## src/rtl/red_pitaya_dac_slew.sv

```systemverilog
// red_pitaya_dac_slew: per-channel DAC conditioning with slew-rate limit and soft enable/disable gain fade.
module red_pitaya_dac_slew #(
    parameter int DW = 14,
    parameter int GW = 14
) (
    input  logic          dac_clk_i,
    input  logic          dac_rstn_i,
    input  logic [DW-1:0] dac_i,
    input  logic          set_en_i,
    input  logic [DW-1:0] set_slew_i,
    input  logic [GW-1:0] set_fade_step_i,
    input  logic          set_clr_i,
    output logic [DW-1:0] dac_o,
    output logic [1:0]    state_o,
    output logic [GW-1:0] gain_o,
    output logic [31:0]   lim_cnt_o
);
    typedef enum logic [1:0] {OFF, FADE_IN, ON, FADE_OUT} state_t;
    localparam logic [GW-1:0] UNITY = {1'b1, {(GW-1){1'b0}}};
    state_t                    state, state_nxt;
    logic        [GW-1:0]      gain, gain_nxt;
    logic signed [DW-1:0]      s, s_nxt;
    logic signed [DW:0]        diff, mag;
    logic signed [DW+GW:0]     prod;
    logic signed [DW+GW-1:0]   m;
    logic        [GW:0]        sum;
    logic                      limited, zs, up_done, dn_done;
    logic        [31:0]        lim_cnt;
    assign diff    = $signed({dac_i[DW-1], dac_i}) - $signed({s[DW-1], s});
    assign mag     = diff[DW] ? -diff : diff;
    assign limited = (set_slew_i != '0) && ($unsigned(mag) > {1'b0, set_slew_i});
    // the limited step never overshoots dac_i, so the truncated sum cannot wrap
    assign s_nxt   = !limited ? dac_i : diff[DW] ? s - set_slew_i : s + set_slew_i;
    assign prod    = s * $signed({1'b0, gain});
    assign sum     = {1'b0, gain} + {1'b0, set_fade_step_i};
    assign zs      = set_fade_step_i == '0;
    assign up_done = zs || (sum >= {1'b0, UNITY});
    assign dn_done = zs || (gain <= set_fade_step_i);
    always_comb begin
        state_nxt = state;
        gain_nxt  = gain;
        case (state)
            OFF: begin
                state_nxt = !set_en_i ? OFF : zs ? ON : FADE_IN;
                gain_nxt  = (set_en_i && zs) ? UNITY : '0;
            end
            FADE_IN: begin
                state_nxt = !set_en_i ? (zs ? OFF : FADE_OUT) : (up_done ? ON : FADE_IN);
                gain_nxt  = !set_en_i ? (zs ? '0 : gain) : (up_done ? UNITY : sum[GW-1:0]);
            end
            ON: begin
                state_nxt = set_en_i ? ON : zs ? OFF : FADE_OUT;
                gain_nxt  = (set_en_i || !zs) ? UNITY : '0;
            end
            default: begin
                state_nxt = set_en_i ? (zs ? ON : FADE_IN) : (dn_done ? OFF : FADE_OUT);
                gain_nxt  = set_en_i ? (zs ? UNITY : gain) : (dn_done ? '0 : gain - set_fade_step_i);
            end
        endcase
    end
    always_ff @(posedge dac_clk_i or negedge dac_rstn_i) begin
        if (!dac_rstn_i) begin
            state   <= OFF;
            gain    <= '0;
            s       <= '0;
            m       <= '0;
            dac_o   <= '0;
            lim_cnt <= '0;
        end else begin
            state   <= state_nxt;
            gain    <= gain_nxt;
            s       <= s_nxt;
            m       <= prod[DW+GW-1:0];
            dac_o   <= m[DW+GW-2:GW-1];
            lim_cnt <= set_clr_i ? '0 : lim_cnt + 32'(limited && ~&lim_cnt);
        end
    end
    assign state_o   = state;
    assign gain_o    = gain;
    assign lim_cnt_o = lim_cnt;
endmodule
```

## config.mk

```make
export PLATFORM = sky130hd
export DESIGN_NAME = red_pitaya_dac_slew
export DESIGN_NICKNAME = d
export VERILOG_FILES = /design/src/rtl/red_pitaya_dac_slew.sv
export SDC_FILE = /design/constraint.sdc
export NUM_CORES = 1
export LEC_CHECK = 0
export ABC_AREA = 1
export ABC_CLOCK_PERIOD_IN_PS = 5200
export BUFFER_PORTS_ARGS = -buffer_cell sky130_fd_sc_hd__buf_2
export CAP_MARGIN = 20
export CORE_UTILIZATION = 25
export DETAILED_ROUTE_END_ITERATION = 10
export MAX_ROUTING_LAYER = met4
export REMOVE_ABC_BUFFERS = 1
export SYNTH_ARGS = -nofsm -noshare
export SYNTH_HDL_FRONTEND = slang
export SYNTH_SLANG_ARGS = --single-unit
```

## constraint.sdc

```tcl
create_clock -name dac_clk_i -period 5.2 [get_ports dac_clk_i]
set_input_delay 0.26 -clock dac_clk_i [delete_from_list [all_inputs] [get_ports dac_clk_i]]
set_output_delay 0.26 -clock dac_clk_i [all_outputs]
set_load 0.02 [all_outputs]
```

* After elaboration in Yosys (flattened, before gate mapping)
Cells that the tools add are included.
** Cells by class
- $add $sub $neg :: 7
- $mul :: 1
- Order comparisons :: 3
- Eq/ne operators :: 4
- Mux-type cells :: 22
- Reductions and logical operators :: 13
** Operators by type and width (count)
- $mux W14 :: 10
- $pmux W14 S3 :: 1
- $add A32 B1 Y32 :: 1
- $mux W32 :: 1
- $reduce_and A32 Y1 :: 1
- $sub A14 B14 Y14 :: 2
- $mul A14 B15 Y27 :: 1
- $mux W2 :: 8
- $add A14 B14 Y15 :: 1
- $ge A15 B14 Y1 const B :: 1
- $gt A15 B14 Y1 :: 1
- $mux W15 :: 1
- $neg A15 Y15 :: 1
- $sub A14 B14 Y15 :: 1
- $add A14 B14 Y14 :: 1
- $le A14 B14 Y1 :: 1
- $logic_not A14 Y1 :: 1
- $reduce_bool A14 Y1 :: 1
- $pmux W2 S3 :: 1
- $ne A5 B1 Y1 const B :: 1
- $logic_and A1 B1 Y1 :: 3
- $logic_or A1 B1 Y1 :: 3
- $ne A3 B3 Y1 const B :: 1
- $eq A2 B1 Y1 const B :: 1
- other kinds (4) :: 5
** Storage, ports and cells
- Register bits after elaboration :: 103
- Output and inout bits :: 62
- Word-level logic and storage cells :: 56

* Longest topological paths before layout
- Depth after elaboration :: 8
- Mapped depth :: 42
- Depth with buffers taken out :: 39

* Worst setup path before layout
No wires, ideal clock.
- Path kind :: reg-to-reg
- Start :: register gain[1], in the netlist gain_o[1]
- End :: register m[20]
- Setup time :: 0.080 ns
- Data arrival time :: 5.394 ns
- Slack :: -0.274 ns
- Cell stages (with the launch flop) :: 20
- Path buffers :: 1
- Clock period less this slack :: 5.474 ns
- Cells stage by stage :: dfrtp_1 -> clkbuf_1 -> nand2_1 -> fa_1 -> fa_1 -> inv_1 -> fa_1 -> inv_1 -> fa_1 -> inv_1 -> fa_1 -> fa_1 -> ha_1 -> a21oi_1 -> o21a_1 -> o21ai_0 -> a21oi_1 -> nor2_1 -> nor2_1 -> xnor2_1
** On the way
- Cells in the longest elaborated chain, start to end :: 1
** RTL lines
- from (decl) :: RTL line 21 : logic [GW-1:0] gain, gain_nxt;
- from (signal assigned) :: RTL line 71 : gain <= gain_nxt;
- $mul A14 B15 Y27 :: RTL line 34 : assign prod = s * $signed({1'b0, gain});
- named net prod[20] :: RTL line 24 : logic signed [DW+GW:0] prod;
- to (signal assigned) :: RTL line 73 : m <= prod[DW+GW-1:0];
- to (decl) :: RTL line 25 : logic signed [DW+GW-1:0] m;
The timed path passes the listed nets, and every way through them passes these cells.
A chain may end at the register's enable or synchronous reset.

* Final worst setup path
- Start :: register s[2]
- End :: register m[19]
** On the way
- Cells in the longest elaborated chain, start to end :: 1
** RTL lines
- from (decl) :: RTL line 22 : logic signed [DW-1:0] s, s_nxt;
- from (signal assigned) :: RTL line 72 : s <= s_nxt;
- $mul A14 B15 Y27 :: RTL line 34
- named net prod[19] :: RTL line 24
The timed path passes the listed nets, and every way through them passes these cells.

==> reports/summary.md <==
The ratio of cells with drive above 1 in the final layout was 23.2%; the clock latency on the worst-skew pair was 360 ps. The flow ran to the end, and the final reports show no timing, DRC or antenna violations. Minimum clock period after layout: 5060 ps. After synthesis, the cell types taking the most area are fa_1 (20%), dfrtp_1 (16%), ha_1 (14%), nand2_1 (13%), inv_1 (11%). In this run the tool buffered the top-level ports with 107 buffer cells. The total number of clock tree sinks was 90; the worst slew slack as a fraction of its limit was 37.6%. In this run, distinct cell masters in the synthesized netlist total 44. The number of buffers on the longest clock path was 2. The number of synthesized flops with an enable pin is 0, and the biggest cell delay along the critical path is 560 ps. The min-delay analysis places its worst path in the category input pin to register.

The congestion estimate from routability-driven global placement came to 0.918. The worst setup path is launched from a register. The critical setup path kind was register to register. The run gives 32.4% as the end-of-flow core utilization. The leading cell type by number of instances after synthesis is nand2_1.

The horizontal die dimension came out at 243 µm. Together, buffers and inverters on the worst path number 4. At the end of the flow, the number of nets in the layout was 2591.

The number of synthesized register bits came out at 90. The core region is 0.0568 mm². Buffers inserted during clock tree synthesis total 9. In the synthesized netlist the dominant register cell turns out to be dfrtp_1. The number of warnings issued by yosys was 0; the number of antenna violations at the first check in global routing was 2. The number of pins exceeding their max-slew limit in the final report was 0. The floorplan has 87 rows. The tools report the clock root buffer as clkbuf_16.

The transition time at the pin with the least slew margin was 933 ps; the hold violation count in the final report was 0. On the final layout, the worst clock skew is 11.2 ps. The cell with the most instances on the worst path is fa_1. For the detailed placement HPWL, the log shows 34800 µm. Each instance of the synthesized netlist takes up on average 7.24 µm². Entering global routing, the biggest net connects 63 pins. Overall routed net length: 42600 µm. After clock tree synthesis, the clock-pin slew on the worst setup and hold paths is 70 ps.

Global routing used 14.7% of the available tracks across all layers. The fraction of synthesized cell area taken by the top area cell type works out to 20.1%. The number of fillers in the final layout is 6110, and the final worst-path cycle share is 97.3%. For this block, the initial DRC count from the detailed router was 641. The logs give 13202 for the count of vias placed by the detailed router and 0 for the total of endpoints with negative setup slack in the final report. Registers take 0.00228 mm². Among all stages on the critical path, the largest delay is contributed by fa_1.

TritonCTS built the clock tree. The first global-routing pass estimated 67900 µm of wire. Max-cap violations in this run came to 0.

From synthesis to final layout, the design area changed by 27.0%. Ranked by instance count, the synthesized netlist is headed by nand2_1 (488), inv_1 (432), ha_1 (167). The number of global-route vias before repair was 13110; the y dimension of the die was 243 µm. Global routing finished with a remaining overflow of 0. The tools report the die footprint as 0.0589 mm². Summing all multi-input logic gate instances after layout gives 0.0113 mm². Pin placement for this block handled 108 I/O pins. The logs give 5360 ps for the arrival time of data at the critical path endpoint and 5 for the iteration count of the initial detailed-routing pass.

The synthesized design spends more area on one cell type than any other, namely fa_1. The starting density of the core is 25.5%, and the wire length per cell is 14.2 µm. The synthesized netlist occupies a cell area of 0.0145 mm². For this run, design rule violations remaining after detail routing come to 0. Among cell families on the critical path, the largest total delay comes from adder cells. The tools report the endpoint type of the worst setup path as a register. The tools report the fraction of the yosys area taken by sequential cells as 15.6%.

Endpoint required time on the critical path: 5500 ps. The clock tree synthesis step divided the H-tree into 3 levels. The post-synthesis cell count was 1998.

The maximum clock rate is 198 MHz, and the count of nets left with antenna violations after detail routing is 0. After detailed routing, the number of vias per cell comes to 4.41. Setup repair after global routing could not meet its margin everywhere. The proportion of synthesized flip-flops having asynchronous set or reset came out at 100%. Of all nets on the critical path, the largest fanout is 6.

Traced cell by cell, the critical path runs through buf_6 -> nand2_1 -> fa_1 -> inv_2 -> fa_1 -> fa_1 -> inv_2 -> fa_1 -> inv_2 -> fa_1 -> fa_1 -> ha_4 -> nand2_4 -> nor4_2 -> nand2_1 -> nand2_2 -> nand2_1 -> a21o_1 -> nand2_1.
## logic make-up (layout without fill, tap and decap cells)
kind of cell,Yosys count,in the layout,share of synthesized area (%)
AND/OR/NAND/NOR,836,836,24.9
adder cells (fa/ha/maj),312,312,34.5
other,0,2,0
XOR/XNOR,72,72,4.49
buffers and inverters,486,726,12.9
AO/OA/AOI/OAI,202,202,7.69
flip-flops,90,90,15.6
## per-layer routing
layer  share of wire [%]  up-vias  GRT usage [%]  wire [µm]
li1                    -     6650              -          -
met1                  46     6249           18.9      19800
met2                  48      265           25.0      20700
met3                 3.9       38           1.92       1640
met4                 1.3        0           2.50        573
met5                   0        -              -          0
## final timing paths
path	start	to	slack, ps	cells past startpoint
worst min register to register	m[24]	dac_o[11]	350	0
worst min-delay path	dac_i[0]	s[0]	160	3
worst max register to register	s[2]	m[19]	140	19
max in group asynchronous	dac_rstn_i	s[10]	3610	3
worst max-delay path	s[2]	m[19]	140	19
min in group asynchronous	dac_rstn_i	lim_cnt_o[13]	360	2
## final cells by class
type                       count  area share, %
antenna                        2         0.0272
clock buffer                  10           1.25
clock inverter                 6          0.402
inverter                     440           8.98
multi-input combinational   1422           61.4
sequential                    90           12.4
tap                          756           5.15
timing repair buffer         270           10.4
## metrics by stage
step	TNS, ps	hold WS [ps]	area (µm²)	cells	setup WS, ps
after floorplan	-1740	-35.6	14300	1952	-253
after global placement	-1060	204	16600	2932	-122
after detailed placement	-1720	206	16600	2932	-197
after CTS	0	138	17100	2954	0.811
after global routing	-557	162	18400	2996	-65.9
final	0	157	18400	2996	139
## repair_timing
| action | CTS | global route |
|---|---|---|
| endpoints found under the hold margin | 28 | 0 |
| hold buffers | 1 | 0 |
| gates cloned | 0 | 0 |
| endpoints found under the setup margin | 18 | 36 |
| setup buffers | 5 | 39 |
| pin swaps | 7 | 106 |
| resized for setup | 28 | 233 |
## state kept, by name, summed over array words and instances (netlist names)
signal and flops:
lim_cnt_o 32, dac_o 14, gain_o 14, m 14, s 14, state_o 2
## cells in the final DEF, fill, tap and decap left out, types with 9 or more instances in the layout
cell,count
nor2_2,15
nor3_1,22
buf_6,22
buf_4,134
nand3_1,105
nor2_1,104
dfrtp_1,69
nand2_1,463
a21oi_2,18
nand3_2,11
o21ai_0,48
nand4_1,30
nand2_4,10
ha_4,35
inv_2,34
ha_1,127
dfrtp_2,21
nand2_2,30
fa_1,134
buf_2,106
fa_2,11
inv_1,406
xor2_1,54
xnor2_1,17
clkbuf_16,9
a21oi_1,82
nor2_4,10
## tightest hold or removal path: cells and delay by family
family | cells | cell delay, ps
buf+inv | 1 | 120
simple gates | 2 | 100
Power is left out: the tool's default activity adds up to more than one toggle a clock period on the data nets, which glitch-free logic cannot reach.
